<file path="src/rtl/fifo_pkg.sv">
// -----------------------------------------------------------------------------
// fifo_pkg
// Shared types and constants for the counter-based synchronous FIFO and the
// blocks that attach to it.
//   FIFO_DATA_WIDTH   : default data word width
//   ADAPTER_BUF_DEPTH : depth of the read-stream adapter output buffer
//   data_t            : one data word at the default width
//   ptr3_t            : pointer into the 3-entry adapter buffer
//   ptr3_next()       : pointer increment with explicit 2 -> 0 wrap
// -----------------------------------------------------------------------------
package fifo_pkg;

  localparam int FIFO_DATA_WIDTH   = 8;
  localparam int ADAPTER_BUF_DEPTH = 3;

  typedef logic [FIFO_DATA_WIDTH-1:0] data_t;
  typedef logic [1:0]                 ptr3_t;

  // Depth 3 is not a power of two, so the wrap has to be explicit.
  function automatic ptr3_t ptr3_next(input ptr3_t p);
    ptr3_t n;
    if (p == 2'd2) begin
      n = 2'd0;
    end else begin
      n = p + 2'd1;
    end
    return n;
  endfunction

endpackage

</file>
<file path="src/rtl/fifo_skid_buf3.sv">
// -----------------------------------------------------------------------------
// fifo_skid_buf3
// Three-entry circular output buffer for the FIFO read-stream adapter.
// Ports:
//   clk, rst     : clock, synchronous active-high reset
//   push_i       : write push_data_i into the tail slot
//   push_data_i  : word to store
//   pop_i        : consumer took the head word (ignored when empty)
//   valid_o      : buffer holds at least one word
//   data_o       : head word, zero when empty
//   cnt_o        : number of stored words (0..3)
// -----------------------------------------------------------------------------
module fifo_skid_buf3
  import fifo_pkg::*;
#(
  parameter int DATA_WIDTH = FIFO_DATA_WIDTH
) (
  input  logic                  clk,
  input  logic                  rst,
  input  logic                  push_i,
  input  logic [DATA_WIDTH-1:0] push_data_i,
  input  logic                  pop_i,
  output logic                  valid_o,
  output logic [DATA_WIDTH-1:0] data_o,
  output logic [1:0]            cnt_o
);

  logic [DATA_WIDTH-1:0] mem_q [ADAPTER_BUF_DEPTH];
  ptr3_t                 head_q, head_d;
  ptr3_t                 tail_q, tail_d;
  logic [1:0]            cnt_q, cnt_d;
  logic                  pop_s;

  assign pop_s   = pop_i && (cnt_q != 2'd0);
  assign valid_o = (cnt_q != 2'd0);
  assign data_o  = (cnt_q != 2'd0) ? mem_q[head_q] : '0;
  assign cnt_o   = cnt_q;

  // Next-state pointers and occupancy; simultaneous push and pop leave cnt alone.
  always_comb begin
    head_d = head_q;
    tail_d = tail_q;
    cnt_d  = cnt_q;
    if (pop_s) begin
      head_d = ptr3_next(head_q);
    end else begin
      head_d = head_q;
    end
    if (push_i) begin
      tail_d = ptr3_next(tail_q);
    end else begin
      tail_d = tail_q;
    end
    case ({push_i, pop_s})
      2'b10:   cnt_d = cnt_q + 2'd1;
      2'b01:   cnt_d = cnt_q - 2'd1;
      default: cnt_d = cnt_q;
    endcase
  end

  // Pointer and occupancy registers.
  always_ff @(posedge clk) begin
    if (rst) begin
      head_q <= 2'd0;
      tail_q <= 2'd0;
      cnt_q  <= 2'd0;
    end else begin
      head_q <= head_d;
      tail_q <= tail_d;
      cnt_q  <= cnt_d;
    end
  end

  // Storage; contents need no reset because data_o is masked while empty.
  always_ff @(posedge clk) begin
    if (push_i && !rst) begin
      mem_q[tail_q] <= push_data_i;
    end
  end

endmodule

</file>
<file path="src/rtl/fifo_rd_stream_adapter.sv">
// -----------------------------------------------------------------------------
// fifo_rd_stream_adapter
// Drains the synchronous FIFO read port into a valid/ready stream, prefetching
// into a 3-entry buffer so one word per cycle can be sustained. fifo_rd_en
// depends only on registers, fifo_empty and rst -- never on m_ready.
// Optional feature macro: ADAPTER_STATS_EN (adds xfer_count).
// Ports:
//   clk, rst      : clock, synchronous active-high reset (shared with FIFO)
//   fifo_empty    : FIFO empty flag
//   fifo_rd_data  : FIFO read data, valid the cycle after fifo_rd_en
//   fifo_rd_en    : read request to FIFO
//   m_valid       : output word available
//   m_ready       : consumer accepts word
//   m_data        : output word
//   xfer_count    : completed transfers, wraps (ADAPTER_STATS_EN only)
// -----------------------------------------------------------------------------
module fifo_rd_stream_adapter
  import fifo_pkg::*;
#(
  parameter int DATA_WIDTH = FIFO_DATA_WIDTH,
  parameter int CNT_WIDTH  = 16
) (
  input  logic                  clk,
  input  logic                  rst,
  input  logic                  fifo_empty,
  input  logic [DATA_WIDTH-1:0] fifo_rd_data,
  output logic                  fifo_rd_en,
  output logic                  m_valid,
  input  logic                  m_ready,
  output logic [DATA_WIDTH-1:0] m_data
`ifdef ADAPTER_STATS_EN
  ,
  output logic [CNT_WIDTH-1:0]  xfer_count
`endif
);

  if (DATA_WIDTH < 1 || CNT_WIDTH < 1) begin : g_param_check
    $error("fifo_rd_stream_adapter: DATA_WIDTH and CNT_WIDTH must be positive");
  end

  logic       inflight_q, inflight_d;
  logic [1:0] buf_cnt_s;
  logic [2:0] occupancy_s;
  logic       rd_en_s;
  logic       pop_s;

  assign pop_s      = m_valid && m_ready;
  assign fifo_rd_en = rd_en_s;
  assign inflight_d = rd_en_s;

  // Issue rule: request only if the word (plus any still in flight) will fit.
  // Gating with rst keeps a read from being issued while the FIFO is resetting.
  always_comb begin
    occupancy_s = {1'b0, buf_cnt_s} + {2'b00, inflight_q};
    if (rst) begin
      rd_en_s = 1'b0;
    end else if (fifo_empty) begin
      rd_en_s = 1'b0;
    end else begin
      rd_en_s = (occupancy_s < 3'(ADAPTER_BUF_DEPTH));
    end
  end

  // inflight marks that fifo_rd_data carries a fresh word this cycle.
  always_ff @(posedge clk) begin
    if (rst) begin
      inflight_q <= 1'b0;
    end else begin
      inflight_q <= inflight_d;
    end
  end

  fifo_skid_buf3 #(
    .DATA_WIDTH (DATA_WIDTH)
  ) u_buf (
    .clk         (clk),
    .rst         (rst),
    .push_i      (inflight_q),
    .push_data_i (fifo_rd_data),
    .pop_i       (pop_s),
    .valid_o     (m_valid),
    .data_o      (m_data),
    .cnt_o       (buf_cnt_s)
  );

`ifdef ADAPTER_STATS_EN
  logic [CNT_WIDTH-1:0] xfer_count_q, xfer_count_d;

  // Transfer counter next state; wraps naturally at 2^CNT_WIDTH.
  always_comb begin
    if (pop_s) begin
      xfer_count_d = xfer_count_q + CNT_WIDTH'(1);
    end else begin
      xfer_count_d = xfer_count_q;
    end
  end

  // Transfer counter register.
  always_ff @(posedge clk) begin
    if (rst) begin
      xfer_count_q <= '0;
    end else begin
      xfer_count_q <= xfer_count_d;
    end
  end

  assign xfer_count = xfer_count_q;
`endif

endmodule

</file>
<file path="config.mk">
export PLATFORM = sky130hd
export DESIGN_NAME = fifo_rd_stream_adapter
export DESIGN_NICKNAME = d
export VERILOG_FILES = /design/src/rtl/fifo_pkg.sv /design/src/rtl/fifo_skid_buf3.sv /design/src/rtl/fifo_rd_stream_adapter.sv
export SDC_FILE = /design/constraint.sdc
export NUM_CORES = 1
export LEC_CHECK = 0
export CORE_MARGIN = 2
export CORE_UTILIZATION = 51
export CTS_CLUSTER_SIZE = 12
export DETAILED_ROUTE_END_ITERATION = 10
export GPL_TIMING_DRIVEN = 0
export PLACE_DENSITY = 0.82
export SLEW_MARGIN = 20
export SYNTH_ARGS = -nofsm -noshare
export SYNTH_HDL_FRONTEND = slang
export SYNTH_SLANG_ARGS = --single-unit
</file>
<file path="constraint.sdc">
create_clock -name clk -period 1.9 [get_ports clk]
set_input_delay 0.38 -clock clk [delete_from_list [all_inputs] [get_ports clk]]
set_output_delay 0.38 -clock clk [all_outputs]
set_load 0.005 [all_outputs]
</file>
## After elaboration in Yosys (flattened, before gate mapping)

Memory sizes are Yosys's and may differ from the RTL's. A register that Yosys moved wholly into a read port is not among the register bits.
Cells that the tools add are included.

- Register bits: 7
- Bits in latches: 0
- Memory bits (writable): 24
- ROM bits: 0
- Logic and storage cells: 31
- Memories: 1

- Add/subtract/negate cells: 5
- Multiply operators: 0
- Divide/modulo/power cells: 0
- Order comparisons: 1
- Equal/unequal tests: 4
- Shift operators: 0
- Mux-type cells: 10
- Bitwise gates (word level): 0
- Reduce and logical (&&, ||, !) cells: 6

Memories:

| memory | words | width | read ports | clocked after memory_dff | wr ports | RTL line | source |
|---|---|---|---|---|---|---|---|
| u_buf.mem_q | 3 | 8 | 1 | 1 | 1 | fifo_skid_buf3.sv:28 | `logic [DATA_WIDTH-1:0] mem_q [ADAPTER_BUF_DEPTH];` |

Operator list:

| kind | number |
|---|---|
| 2-to-1 mux 2 bit | 4 |
| 2-to-1 mux 8 bit | 1 |
| adder 2 x 1 -> 2 bit (second input constant) | 3 |
| == test 2 bit (second input constant) | 3 |
| 2-to-1 mux 1 bit | 4 |
| case mux 2 bit (2 select lines) | 1 |
| nonzero test 2 bit | 2 |
| adder 2 x 1 -> 3 bit | 1 |
| logical AND 1 bit | 3 |
| less-than comparator 3 x 2 -> 1 bit (second input constant) | 1 |
| == test 2 x 1 -> 1 bit (second input constant) | 1 |
| subtractor 2 x 1 -> 2 bit (second input constant) | 1 |
| zero test 1 bit | 1 |

## Depth between registers and ports, before layout

- Word-level depth: 5
- Depth in mapped cells: 6
- Gate-level depth less buffers: 6

## Hierarchy

From an unflattened synthesis, not the netlist that was laid out.

- Cells, all modules: 92
- Area, all modules: 1330.0 µm²

Modules (own cells, without submodules):

| module | times used | cells each | area an instance (µm²) | seq. area each (µm²) |
|---|---|---|---|---|
| fifo_skid_buf3 | 1 | 86 | 1253.7 | 880.8 |
| fifo_rd_stream_adapter | 1 | 6 | 76.3 | 20.0 |

## Worst setup path after synthesis

OpenSTA, ideal clock, no wires.

- Path type: register to output
- From: register u_buf.cnt_q[0] (netlist: u_buf.cnt_o[0])
- To: output fifo_rd_en
- Data arrival time: 1281 ps
- Data required time: 1520 ps
- Path slack: 239 ps
- Stages on the path, launching flop included: 4
- Path through: dfxtp_1 > ha_1 > ha_1 > a2111oi_0

- Longest elaborated chain between the ends: 4

Ends and longest elaborated chain:

| item | RTL line | source |
|---|---|---|
| start: declaration | fifo_skid_buf3.sv:31 | `logic [1:0] cnt_q, cnt_d;` |
| start signal: assignment | fifo_skid_buf3.sv:70 | `cnt_q <= cnt_d;` |
| adder 2 x 1 -> 3 bit | fifo_rd_stream_adapter.sv:54 | `occupancy_s = {1'b0, buf_cnt_s} + {2'b00, inflight_q};` |
| less-than comparator 3 x 2 -> 1 bit | fifo_rd_stream_adapter.sv:60 | `rd_en_s = (occupancy_s < 3'(ADAPTER_BUF_DEPTH));` |
| 2-to-1 mux 1 bit | fifo_rd_stream_adapter.sv:57 | `end else if (fifo_empty) begin` |
| 2-to-1 mux 1 bit | fifo_rd_stream_adapter.sv:55 | `if (rst) begin` |
| end: declaration | fifo_rd_stream_adapter.sv:27 | `output logic fifo_rd_en,` |

No other way between the ends.

## Worst setup path after layout

Same ends and word-level chain as after synthesis.

==> out/metrics.cfg <==
[power]
power_mw=1.91
ir_drop_mv=0.733
power.leakage_nw=0.623
power_density_nw_per_um2=1120

[setup_path]
arrival_ps=1540
max_stage_delay_ps=380
cp-end-kind=output pin
worstSetupPathType=reg -> out
crit_path_start_kind=flip-flop
path_common_cell=ha_4
crit_required_ps=1520
crit_chain=ha_4 > ha_4 > a2111oi_4 > buf_2
critPathMaxFanout=4
slowest_stage=dfxtp_4

[drt]
wl_per_cell_um=16.3
wl_um=2530
drtPass1Iterations=3
vias_per_cell=5.32
final_antenna_net_count=0
vias=824
route.detailed.drc=0
drt-initial-drc-count=10

[timing]
fin_crit_sh=1.01
skew_ps=7.56
worst_slew_pin_slew_ps=739
setup_violations=1
rsz0062_at_grt=true
slew_viol_final=0
setup_slack_ps=-18.7
period_minus_slack_ps=1920
max_clock_freq_ghz=0.521
relSlewSlack=0.505
hold_viol_final=0

[clock_network]
clk_pin_slew_ps=100
clockBufferDepth=2
root_buffer=clkbuf_4
cts_inserted_buffers=5
htreeDepth=2
insertion_delay_ps=320
cts_tree=done
clkSinkCount=33

[global_route]
grt_pass1_wl_um=3630
grt_pass1_vias=816
grtUsageTotal=0.182
grt.overflow.total=0
antenna_found_initial=0
grt_start_max_net_pins=11

[placement]
dp_slack_ps=-439
hpwl_um=1680
io_buffers=21
post_dp_cell_area_um2=1580
globalplace.congestion=0.688

[floorplanning]
core_area_um2=2450
fp.dieW_um=54.9
dieArea_um2=3010
io_pins=22
die_y_um=54.9
rows=18
start_util=0.538

[cells_and_area]
final_core_util=0.696
antenna_cells=0
area_growth_pct=29.4
drive_above_1_share=0.320
nets=139
final_area_um2=1710
seqCellArea_um2=911
fillerInstances=181
multi_input_area_um2=474

[logic_synthesis]
synth_area_per_cell_um2=14.3
synth-seq-cells=33
syn_nets=107
yosysWarnings=0
syn-cell-area_um2=1320
synthDistinctLibCells=21
syn_inst=92
ys_seq_area_frac=0.682

[run]
drv_cap=0

[outcome]
status=complete, but fails checks
violations=setup timing

[worst_hold_path]
worstHoldPathType=reg -> reg

[repair_timing]
action | in CTS | in global routing
hold buffers | 0 | 0
gates cloned | 0 | 0
pin swaps | 2 | 1
gates resized for setup | 48 | 9
setup endpoints to repair | 10 | 8
buffers inserted | 2 | 2
[where the power goes]
part | internal [mW] | switching, mW
sequential | 0.838 | 0.0600
clock | 0.147 | 0.218
combinational | 0.354 | 0.290
total | 1.34 | 0.568
[cell usage in the layout (no fill, tap or decap), drive strengths merged, types with 2 or more instances in the layout]
cell type | netlist | layout
mux2i | 8 | 8
clkdlybuf4s50 | 0 | 11
ha | 3 | 3
nor2 | 12 | 12
nand2 | 4 | 4
mux2 | 9 | 9
a2111oi | 2 | 2
clkbuf | 1 | 12
inv | 3 | 3
edfxtp | 24 | 24
buf | 2 | 12
a21oi | 3 | 3
o21ai | 3 | 3
dfxtp | 9 | 9
nor3 | 2 | 2
or3 | 2 | 2
[sequential cells by signal, summed over array words and instances (netlist names), named ones only]
signal,cells
u_buf.mem_q,24
u_buf.tail_q,2
u_buf.head_q,2
u_buf.cnt_o,2
inflight_q,1
[area by class of cell]
cell class | count | area share
sequential | 33 | 0.533
inverter | 3 | 0.00659
tap | 30 | 0.0220
clock buffer | 8 | 0.0286
multi-input combinational | 53 | 0.278
timing repair buffer | 25 | 0.118
buffer | 3 | 0.0139
[per-layer routing]
metal | wire [µm] | track usage
met5 | 0 | 0
met1 | 984 | 0.185
met3 | 125 | 0.0601
met2 | 1390 | 0.321
met4 | 29 | 0.108
[per-stage QoR]
step | hold WS (ps) | cells | TNS, ps
3_5_place_dp | 478 | 143 | -5320
6_report | 501 | 155 | -18.7
2_1_floorplan | 454 | 92 | 0
3_3_place_gp | 470 | 143 | -10650
5_1_grt | 518 | 155 | -168
4_1_cts | 492 | 153 | -82.2
[cells by family after synthesis]
group	Yosys count	synth area share
flip-flops	33	0.682
AND/OR/NAND/NOR	23	0.0806
multiplexers	17	0.137
AO/OA/AOI/OAI	8	0.0389
buffers and inverters	6	0.0190
adder cells (fa/ha/maj)	3	0.0284
XOR/XNOR	2	0.0133
[Yosys cell counts]
cell       instances  share of area
nand2b_1           1         0.0047
dfxtp_1            9           0.14
a2111oi_0          2          0.013
o21ai_0            2         0.0076
or4b_1             1         0.0076
xnor2_1            1         0.0066
mux2i_1            8          0.061
or3_1              2         0.0095
mux2_2             9          0.077
nor2_1            12          0.034
ha_1               3          0.028
nand3b_1           1         0.0057
nand2_1            4          0.011
edfxtp_1          24           0.55
nor3_1             2         0.0076
clkbuf_1           1         0.0028
o21ai_2            1         0.0066
inv_1              3         0.0085
xor2_1             1         0.0066
buf_2              2         0.0076
a21oi_1            3          0.011
[final timing paths]
check                  start        endpoint  slack, ps  cells past startpoint
min          u_buf.head_q[0]       flip-flop        500                      2
min reg2reg  u_buf.head_q[0]       flip-flop        500                      2
max reg2reg   u_buf.cnt_o[0]  u_buf.cnt_o[1]        250                      6
max           u_buf.cnt_o[0]      fifo_rd_en        -20                      4
[critical path, delay by kind of cell, from the launching register on]
family                     cells  cell delay (ps)
adders and majority gates      2              410
DFF                            1              380
AOI/OAI and AO/OA              1              260
buffers and inverters          1              160
No activity file was read; power rests on OpenSTA's default activity.
